### config.mk
export PLATFORM = sky130hd
export DESIGN_NAME = fwd_hazard_unit
export DESIGN_NICKNAME = d
export VERILOG_FILES = /design/src/rtl/fwd_hazard_unit.sv
export SDC_FILE = /design/constraint.sdc
export NUM_CORES = 1
export LEC_CHECK = 0
export BUFFER_PORTS_ARGS = -buffer_cell sky130_fd_sc_hd__clkbuf_2
export CAP_MARGIN = 20
export CORE_MARGIN = 1
export CORE_UTILIZATION = 40
export CTS_BUF_LIST = sky130_fd_sc_hd__clkbuf_8
export CTS_CLUSTER_SIZE = 24
export DETAILED_ROUTE_END_ITERATION = 10
export GPL_TIMING_DRIVEN = 1
export PLACE_DENSITY = 0.71
export SETUP_SLACK_MARGIN = 0.5
export SLEW_MARGIN = 20
export SYNTH_ARGS = -nofsm -noshare
export SYNTH_HDL_FRONTEND = slang
export SYNTH_SLANG_ARGS = --single-unit
export TNS_END_PERCENT = 5
### constraint.sdc
create_clock -name clk -period 2.5 [get_ports clk]
set_input_delay 0.375 -clock clk [delete_from_list [all_inputs] [get_ports clk]]
set_output_delay 0.375 -clock clk [all_outputs]
set_load 0.05 [all_outputs]
### src/rtl/fwd_hazard_unit.sv
// Forwarding and load-use hazard unit for the 5-stage pipeline.
// Compares ID source registers against the EX and MEM destinations and
// registers per-source forward selects at the ID/EX boundary, so they
// take effect in EX. A load-use hazard produces a STALL_CYCLES-long
// stall/bubble. A small FSM with a down-counter covers stall cycles
// beyond the first one.
module fwd_hazard_unit #(
  parameter int AW           = 5,
  parameter int NUM_SRC      = 2,
  parameter int STALL_CYCLES = 1,
  parameter int CNT_W        = 4
) (
  input  logic                   clk,
  input  logic                   reset,
  input  logic [NUM_SRC*AW-1:0]  id_rs_addr,
  input  logic [NUM_SRC-1:0]     id_rs_used,
  input  logic [AW-1:0]          ex_rd_addr,
  input  logic                   ex_reg_write,
  input  logic                   ex_mem_read,
  input  logic [AW-1:0]          mem_rd_addr,
  input  logic                   mem_reg_write,
  input  logic                   hold,
  input  logic                   flush,
  output logic [2*NUM_SRC-1:0]   fwd_sel,
  output logic                   stall,
  output logic                   bubble,
  output logic                   busy
);

  typedef enum logic {
    IDLE  = 1'b0,
    STALL = 1'b1
  } state_t;

  // The first stall cycle is purely combinational. Only the remaining
  // STALL_CYCLES-1 cycles need the FSM, so the counter loads that value.
  localparam bit               MULTI_CYCLE = (STALL_CYCLES > 1);
  localparam logic [CNT_W-1:0] CNT_LOAD    = CNT_W'(STALL_CYCLES - 1);
  localparam logic [CNT_W-1:0] CNT_ONE     = CNT_W'(1);

  state_t                 state_q, state_d;
  logic [CNT_W-1:0]       cnt_q, cnt_d;
  logic [2*NUM_SRC-1:0]   fwd_sel_q, fwd_sel_d;
  logic [2*NUM_SRC-1:0]   next_sel;
  logic [NUM_SRC-1:0]     hit_e, hit_m;
  logic                   lu;
  logic                   stall_int;

  // Per-source match against the EX and MEM destinations. x0 never
  // matches, and the EX hit wins because it holds the younger value.
  always_comb begin
    hit_e    = '0;
    hit_m    = '0;
    next_sel = '0;
    for (int i = 0; i < NUM_SRC; i++) begin
      hit_e[i] = id_rs_used[i] & ex_reg_write &
                 (ex_rd_addr == id_rs_addr[i*AW +: AW]) &
                 (id_rs_addr[i*AW +: AW] != '0);
      hit_m[i] = id_rs_used[i] & mem_reg_write &
                 (mem_rd_addr == id_rs_addr[i*AW +: AW]) &
                 (id_rs_addr[i*AW +: AW] != '0);
      if (hit_e[i]) begin
        next_sel[2*i +: 2] = 2'b01;
      end else if (hit_m[i]) begin
        next_sel[2*i +: 2] = 2'b10;
      end else begin
        next_sel[2*i +: 2] = 2'b00;
      end
    end
  end

  // Load-use detection and the zero-latency stall. Flush and reset both
  // suppress the stall.
  always_comb begin
    lu        = ex_mem_read & (|hit_e);
    stall_int = reset & ~flush &
                (((state_q == IDLE) & lu) | (state_q == STALL));
  end

  // Next-state logic for the FSM, the counter and the registered selects.
  // Hold freezes everything. Flush aborts any stall. A stalled cycle
  // pushes a bubble into EX, so it has nothing to forward.
  always_comb begin
    state_d   = state_q;
    cnt_d     = cnt_q;
    fwd_sel_d = fwd_sel_q;
    if (!hold) begin
      if (flush) begin
        state_d   = IDLE;
        cnt_d     = '0;
        fwd_sel_d = '0;
      end else begin
        fwd_sel_d = stall_int ? '0 : next_sel;
        case (state_q)
          IDLE: begin
            if (MULTI_CYCLE && lu) begin
              state_d = STALL;
              cnt_d   = CNT_LOAD;
            end
          end
          STALL: begin
            if (cnt_q == CNT_ONE) begin
              state_d = IDLE;
              cnt_d   = '0;
            end else begin
              cnt_d = cnt_q - CNT_ONE;
            end
          end
          default: begin
            state_d = IDLE;
            cnt_d   = '0;
          end
        endcase
      end
    end
  end

  // State, counter and forward-select registers with asynchronous reset.
  always_ff @(posedge clk or negedge reset) begin
    if (!reset) begin
      state_q   <= IDLE;
      cnt_q     <= '0;
      fwd_sel_q <= '0;
    end else begin
      state_q   <= state_d;
      cnt_q     <= cnt_d;
      fwd_sel_q <= fwd_sel_d;
    end
  end

  // Output assignments. bubble is the same signal as stall.
  always_comb begin
    fwd_sel = fwd_sel_q;
    stall   = stall_int;
    bubble  = stall_int;
    busy    = (state_q == STALL);
  end

endmodule

After elaboration in Yosys (flattened, before gate mapping)
Cells that the tools add are included.

Multiplexer cells: 12. Equality and inequality tests: 5. Reductions and logical operators: 5. Bitwise gates (word level): 20. Add/sub/neg operators: 1.

Operators by type and width (number): $eq 5x5->1 (4); $mux 4 (5); $and 1x1->1 (16); $reduce_bool 5->1 (2); $mux 2 (4); $eq 4x1->1 const B (1); $sub 4x1->4 const B (1); $mux 1 (3); $not 1->1 (3); $reduce_and 2->1 (1); $reduce_bool 2->1 (1); $reduce_or 2->1 (1); $or 1x1->1 (1).

Output and inout port bits: 7. Word-level logic and storage cells: 46. Register bits: 9. Input bits: 29.

Longest topological paths before layout
Word-level depth: 10. Gate-level depth with buffers: 6. Mapped depth without buffers: 6.

Worst setup path after synthesis
No wires, ideal clock.

Path type: input to output. Start: input ex_rd_addr[3]. End: output stall. Path buffers: 1. Stages on the path: 6. Required time: 2125 ps. Data arrival time: 2335 ps. Path slack: -210 ps. Path through: xor2_1 nor4_1 and4b_1 o21ai_0 a21oi_1 buf_4.

Longest elaborated chain between the ends: 8. Elaborated cells on any way between the ends: 11. Those cells by class: eq/ne: 2; bitwise: 8; reduce/logical: 1.

Ends and longest elaborated chain: start, declared (line 17) `input logic [AW-1:0] ex_rd_addr,`; $eq 5x5->1 (line 57) `(ex_rd_addr == id_rs_addr[i*AW +: AW]) &`; $and 1x1->1 (line 56) `hit_e[i] = id_rs_used[i] & ex_reg_write &`; $and 1x1->1 (line 57); $reduce_or 2->1 (*) (line 75) `lu = ex_mem_read & (|hit_e);`; $and 1x1->1 (*) (line 75); $and 1x1->1 (*) (line 77) `(((state_q == IDLE) & lu) | (state_q == STALL));`; $or 1x1->1 (*) (line 77); $and 1x1->1 (*) (line 76) `stall_int = reset & ~flush &`; end, declared (line 25) `output logic stall,`.

Every way passes the cells marked *; elsewhere a longest branch is shown, timed or not.

Worst setup path in the final report
Start: input id_rs_addr[6]. End: output bubble.

Longest elaborated chain between the ends: 8. Elaborated cells on any way between the ends: 9. Those cells by class: eq/ne: 1; bitwise: 6; reduce/logical: 2.

Ends and longest elaborated chain: start, declared (line 15) `input logic [NUM_SRC*AW-1:0] id_rs_addr,`; $eq 5x5->1 (line 57); $and 1x1->1 (line 56); $and 1x1->1 (*) (line 57); $reduce_or 2->1 (*) (line 75); $and 1x1->1 (*) (line 75); $and 1x1->1 (*) (line 77); $or 1x1->1 (*) (line 77); $and 1x1->1 (*) (line 76); end, declared (line 26) `output logic bubble,`.

Marks and branches as above.

==> impl_summary.md <==
Run status
The run finished with clean final reports.

Setup path
The critical path depth is 7. STA classifies the critical path startpoint as a primary input. The required time of the critical path is 2.12 ns. The capturing element type of the critical path is an output port. The largest single stage delay on the critical path is 0.52 ns. The signal arrival time at the worst endpoint is about 1.9 ns. On the critical path the largest part of the delay comes from simple AND/OR/NAND/NOR gates.

The worst-path maximum fanout is 3. Following the worst setup path forward leads to its endpoint at bubble. The terminus of the critical flop-to-flop path is cnt_q[3]$_DFFE_PN0P_. The startpoint identified for the worst register-to-register timing path is cnt_q[1]$_DFFE_PN0P_. By instance count, the cell type seen most on the critical path is sky130_fd_sc_hd__o21ai_2.

The buffer and inverter count on the worst path is 2. For this design, the slowest cell found on the critical path is sky130_fd_sc_hd__or4_4. The signal on the critical path passes through buf_6 -> or4_4 -> o21ai_2 -> and4b_1 -> o21ai_2 -> a21oi_4 -> buf_8. The startpoint of the most critical setup path is id_rs_addr[6]. The worst register-to-register path has a setup slack of 1.15 ns. Counting cells, the worst reg-to-reg path comes to 5.

The critical path is of the in2out type.

Floorplan
The initial core utilization is ~43%. The floorplan row count is 15. The count of boundary I/O pins is 36. The die span in x is approximately 45 um. The die is roughly 45 um tall. The floorplan step defined a die boundary enclosing around 2000 um^2. The floorplan step defined a core boundary enclosing ~1700 um^2.

Placed design
The total instance count after detailed placement is between 100 and 150. Detailed placement ended at an HPWL of about 1.5 mm. After detailed placement, the total cell area comes to roughly 960 um^2. Before CTS, the worst setup slack after placement is between 0.15 and 0.2 ns. The count of port buffers added during placement is 35. Routability-driven placement finished with a final weighted congestion of roughly 0.80.

Clocking
After clock tree synthesis, the clock-pin slew on the worst setup and hold paths is roughly 0.050 ns. In this run the number of H-tree levels came out at 1. Clock latency on the worst-skew pair, taken at its later pin, is 0.23 ns.

The TritonCTS clock tree is built. The number of CTS-inserted buffers is 3. Hold repair after CTS inserted 0 buffers. The CTS sink count is 9. In this run the deepest clock path goes through 2 buffers. The root cell of the clock tree is sky130_fd_sc_hd__clkbuf_8.

Logic synthesis
In the synthesized netlist the dominant register cell turns out to be sky130_fd_sc_hd__dfrtp_1. The number of different library cells in the post-synthesis netlist is 23. The parity-gate share of the synthesized area counting xor and xnor cells is 23.3%. The number of cells produced by synthesis is 90. Of all flip-flops after synthesis, the portion carrying an async set or reset was 100%. The synthesized-area fraction occupied by and/or/nand/nor cells is between 20% and 30%. Summing the areas of all fa, ha and maj instances in the mapped netlist gives around 3.3% of the synthesized area. The part of the Yosys area used for sequential elements is between 30% and 40%.

The number of nets in the synthesized netlist is about 120. The number of warnings issued by yosys is 0. After synthesis, the largest family of logic cells by area is XOR/XNOR gates. The number of register bits inferred by synthesis is 9.

The mean cell area of the mapped netlist is between 8 and 9 um^2. The multiplexer share of the synthesized area is 0%. In this run, synthesis inferred 0 flip-flops with an integrated enable. The combined area of all synthesized cells is around 750 um^2. Summing the areas of all compound-gate instances in the mapped netlist gives between 10% and 20% of the synthesized area.

Global route
Entering global routing, the biggest net connects 14 pins. The first global-routing pass estimated 2.87 mm of wire. The number of antenna violations at the first check in global routing is 0. The total global routing overflow is 0. The via count of the first global-routing pass is slightly above 700. The total global-route track usage is roughly a fifth.

Routing
The total met2 wirelength after detailed routing is approximately 1.1 mm. The number of detailed-route iterations in the first pass is 2. The starting DRC count in detailed routing is 5. The uppermost layer routed is met4.

For this block, the via count after detailed routing is between 700 and 800. In the final routed layout, each cell accounts on average for 12.7 um. After detailed routing, the number of vias per cell comes to between 5 and 6.

The routed design has 1.95 mm of wire. The number of antenna-violating nets in the routed design is 0. The number of design rule violations left after detail routing is 0. The met3 wirelength from detailed routing is 111 um.

In the final routing, the length of wire on met1 measures 754 um.

STA
The maximum clock rate is 448 MHz. The number of failing setup endpoints in the final timing report is 0. The period utilization is around nine tenths.

Clock skew on the completed layout was measured at between 0.002 and 0.003 ns. The actual slew at the worst max-slew pin is slightly below 0.4 ns. In the post-route analysis, the smallest setup slack over all paths is roughly 0.27 ns. The tightest hold margin is 0.0188 ns. Measured against its own limit, the worst slew margin works out to 73.1%. The final hold violation count is 0. The number of pins with negative max-slew slack in the final report is 0. The shortest clock period the worst path allows after layout is 2.23 ns. The final setup TNS is 0 ns. Setup repair after global routing could not meet its margin everywhere.

Pwr
Overall power consumption after layout is estimated at around 0.44 mW. The static leakage is around 0.49 nW. The relative contribution of the clock network to total power is 37.1%. The power share of the sequential group is roughly 38%.

Power spread over the standard cell area amounts to 412 nW/um^2. The analysis attributes to net switching a power of about 0.13 mW. Net switching is around 29% of the power.

The internal portion of total power is approximately 0.31 mW. The worst IR drop on VDD is 0.192 mV. Of the total power, combinational logic draws between 20% and 30%.

Flow run
The count of maximum capacitance violations is 0.

Cells and area
In the layout the commonest cells are 31 x sky130_fd_sc_hd__clkbuf_2, 12 x sky130_fd_sc_hd__xor2_1, 11 x sky130_fd_sc_hd__nand2_1. The final layout contains about 160 nets. The share of post-route cells with drive strength above 1 is ~36%. From synthesis to final layout, the design area changed by 41.8%. The final standard cell utilization of the core is 61.0%.

After filler insertion, the fill cell instance count of the layout stands at 167. The antenna diode count is 0. The total area of sequential cells is 225 um^2. The final standard cell area without fillers is 1060 um^2. Summing all multi-input logic gate instances after layout gives roughly 520 um^2. The leading cell type in the layout, fill and taps excluded is sky130_fd_sc_hd__clkbuf_2. The final standard cell count with taps included and fillers excluded is around 150.

Min path
The worst min-delay path category is in2async.
## layer usage
metal | vias to the layer above | GRT usage, %
met5 | - | 0
met4 | 0 | 9.09
met3 | 2 | 3.60
met2 | 30 | 36.8
met1 | 362 | 21.4
li1 | 404 | -
## logic make-up (layout without fill, tap and decap cells)
group	Yosys count	after routing
adder cells (fa/ha/maj)	2	2
AND/OR/NAND/NOR	30	30
AO/OA/AOI/OAI	21	21
flip-flops	9	9
buffers and inverters	8	47
XOR/XNOR	20	20
## worst min-delay path by stage
| stage | to | slack [ns] |
|---|---|---|
| 3_3_place_gp | cnt_q[3]$_DFFE_PN0P_ | 0.27 |
| 4_1_cts | cnt_q[0]$_DFFE_PN0P_ | 0.02 |
| 3_5_place_dp | cnt_q[3]$_DFFE_PN0P_ | 0.26 |
| 6_report | cnt_q[0]$_DFFE_PN0P_ | 0.02 |
| 5_1_grt | cnt_q[0]$_DFFE_PN0P_ | 0.04 |
| 2_1_floorplan | busy$_DFFE_PN0N_ | 0.08 |
## registers in the layout, indices dropped and copies added, names as in the netlist
| name | count |
|---|---|
| cnt_q | 4 |
| busy | 1 |
| fwd_sel | 4 |
## power by group through the flow
| stage | clock network (mW) | registers (mW) | logic [mW] |
|---|---|---|---|
| after floorplan | 0 | 0.167 | 0.0559 |
| after global placement | 0 | 0.167 | 0.103 |
| after detailed placement | 0 | 0.167 | 0.106 |
| after CTS | 0.167 | 0.165 | 0.107 |
| after global routing | 0.173 | 0.166 | 0.123 |
| final | 0.163 | 0.165 | 0.111 |
## what timing repair did
item / CTS / global route
pin swaps: 1 / 4
buffers inserted: 2 / 0
resized for setup: 5 / 10
setup endpoints to repair: 2 / 2
## Yosys cell counts (3+ instances only)
cell                      count  area share (%)
sky130_fd_sc_hd__nor2_1       3             1.5
sky130_fd_sc_hd__inv_1        6             3.0
sky130_fd_sc_hd__nand3_1      6             4.0
sky130_fd_sc_hd__dfrtp_1      9              30
sky130_fd_sc_hd__o21ai_0      7             4.7
sky130_fd_sc_hd__nor4_1       4             3.3
sky130_fd_sc_hd__nand2_1     11             5.5
sky130_fd_sc_hd__xor2_1      12              14
sky130_fd_sc_hd__a21oi_1      5             3.3
sky130_fd_sc_hd__xnor2_1      8             9.3
## final cells by class
type,instances,share of cell area [%]
clock buffer,3,3.88
tap,25,2.94
timing repair buffer,37,20.9
clock inverter,1,0.353
multi-input combinational,73,48.6
sequential,9,21.2
inverter,6,2.12
Power figures use the tool's default switching activity.
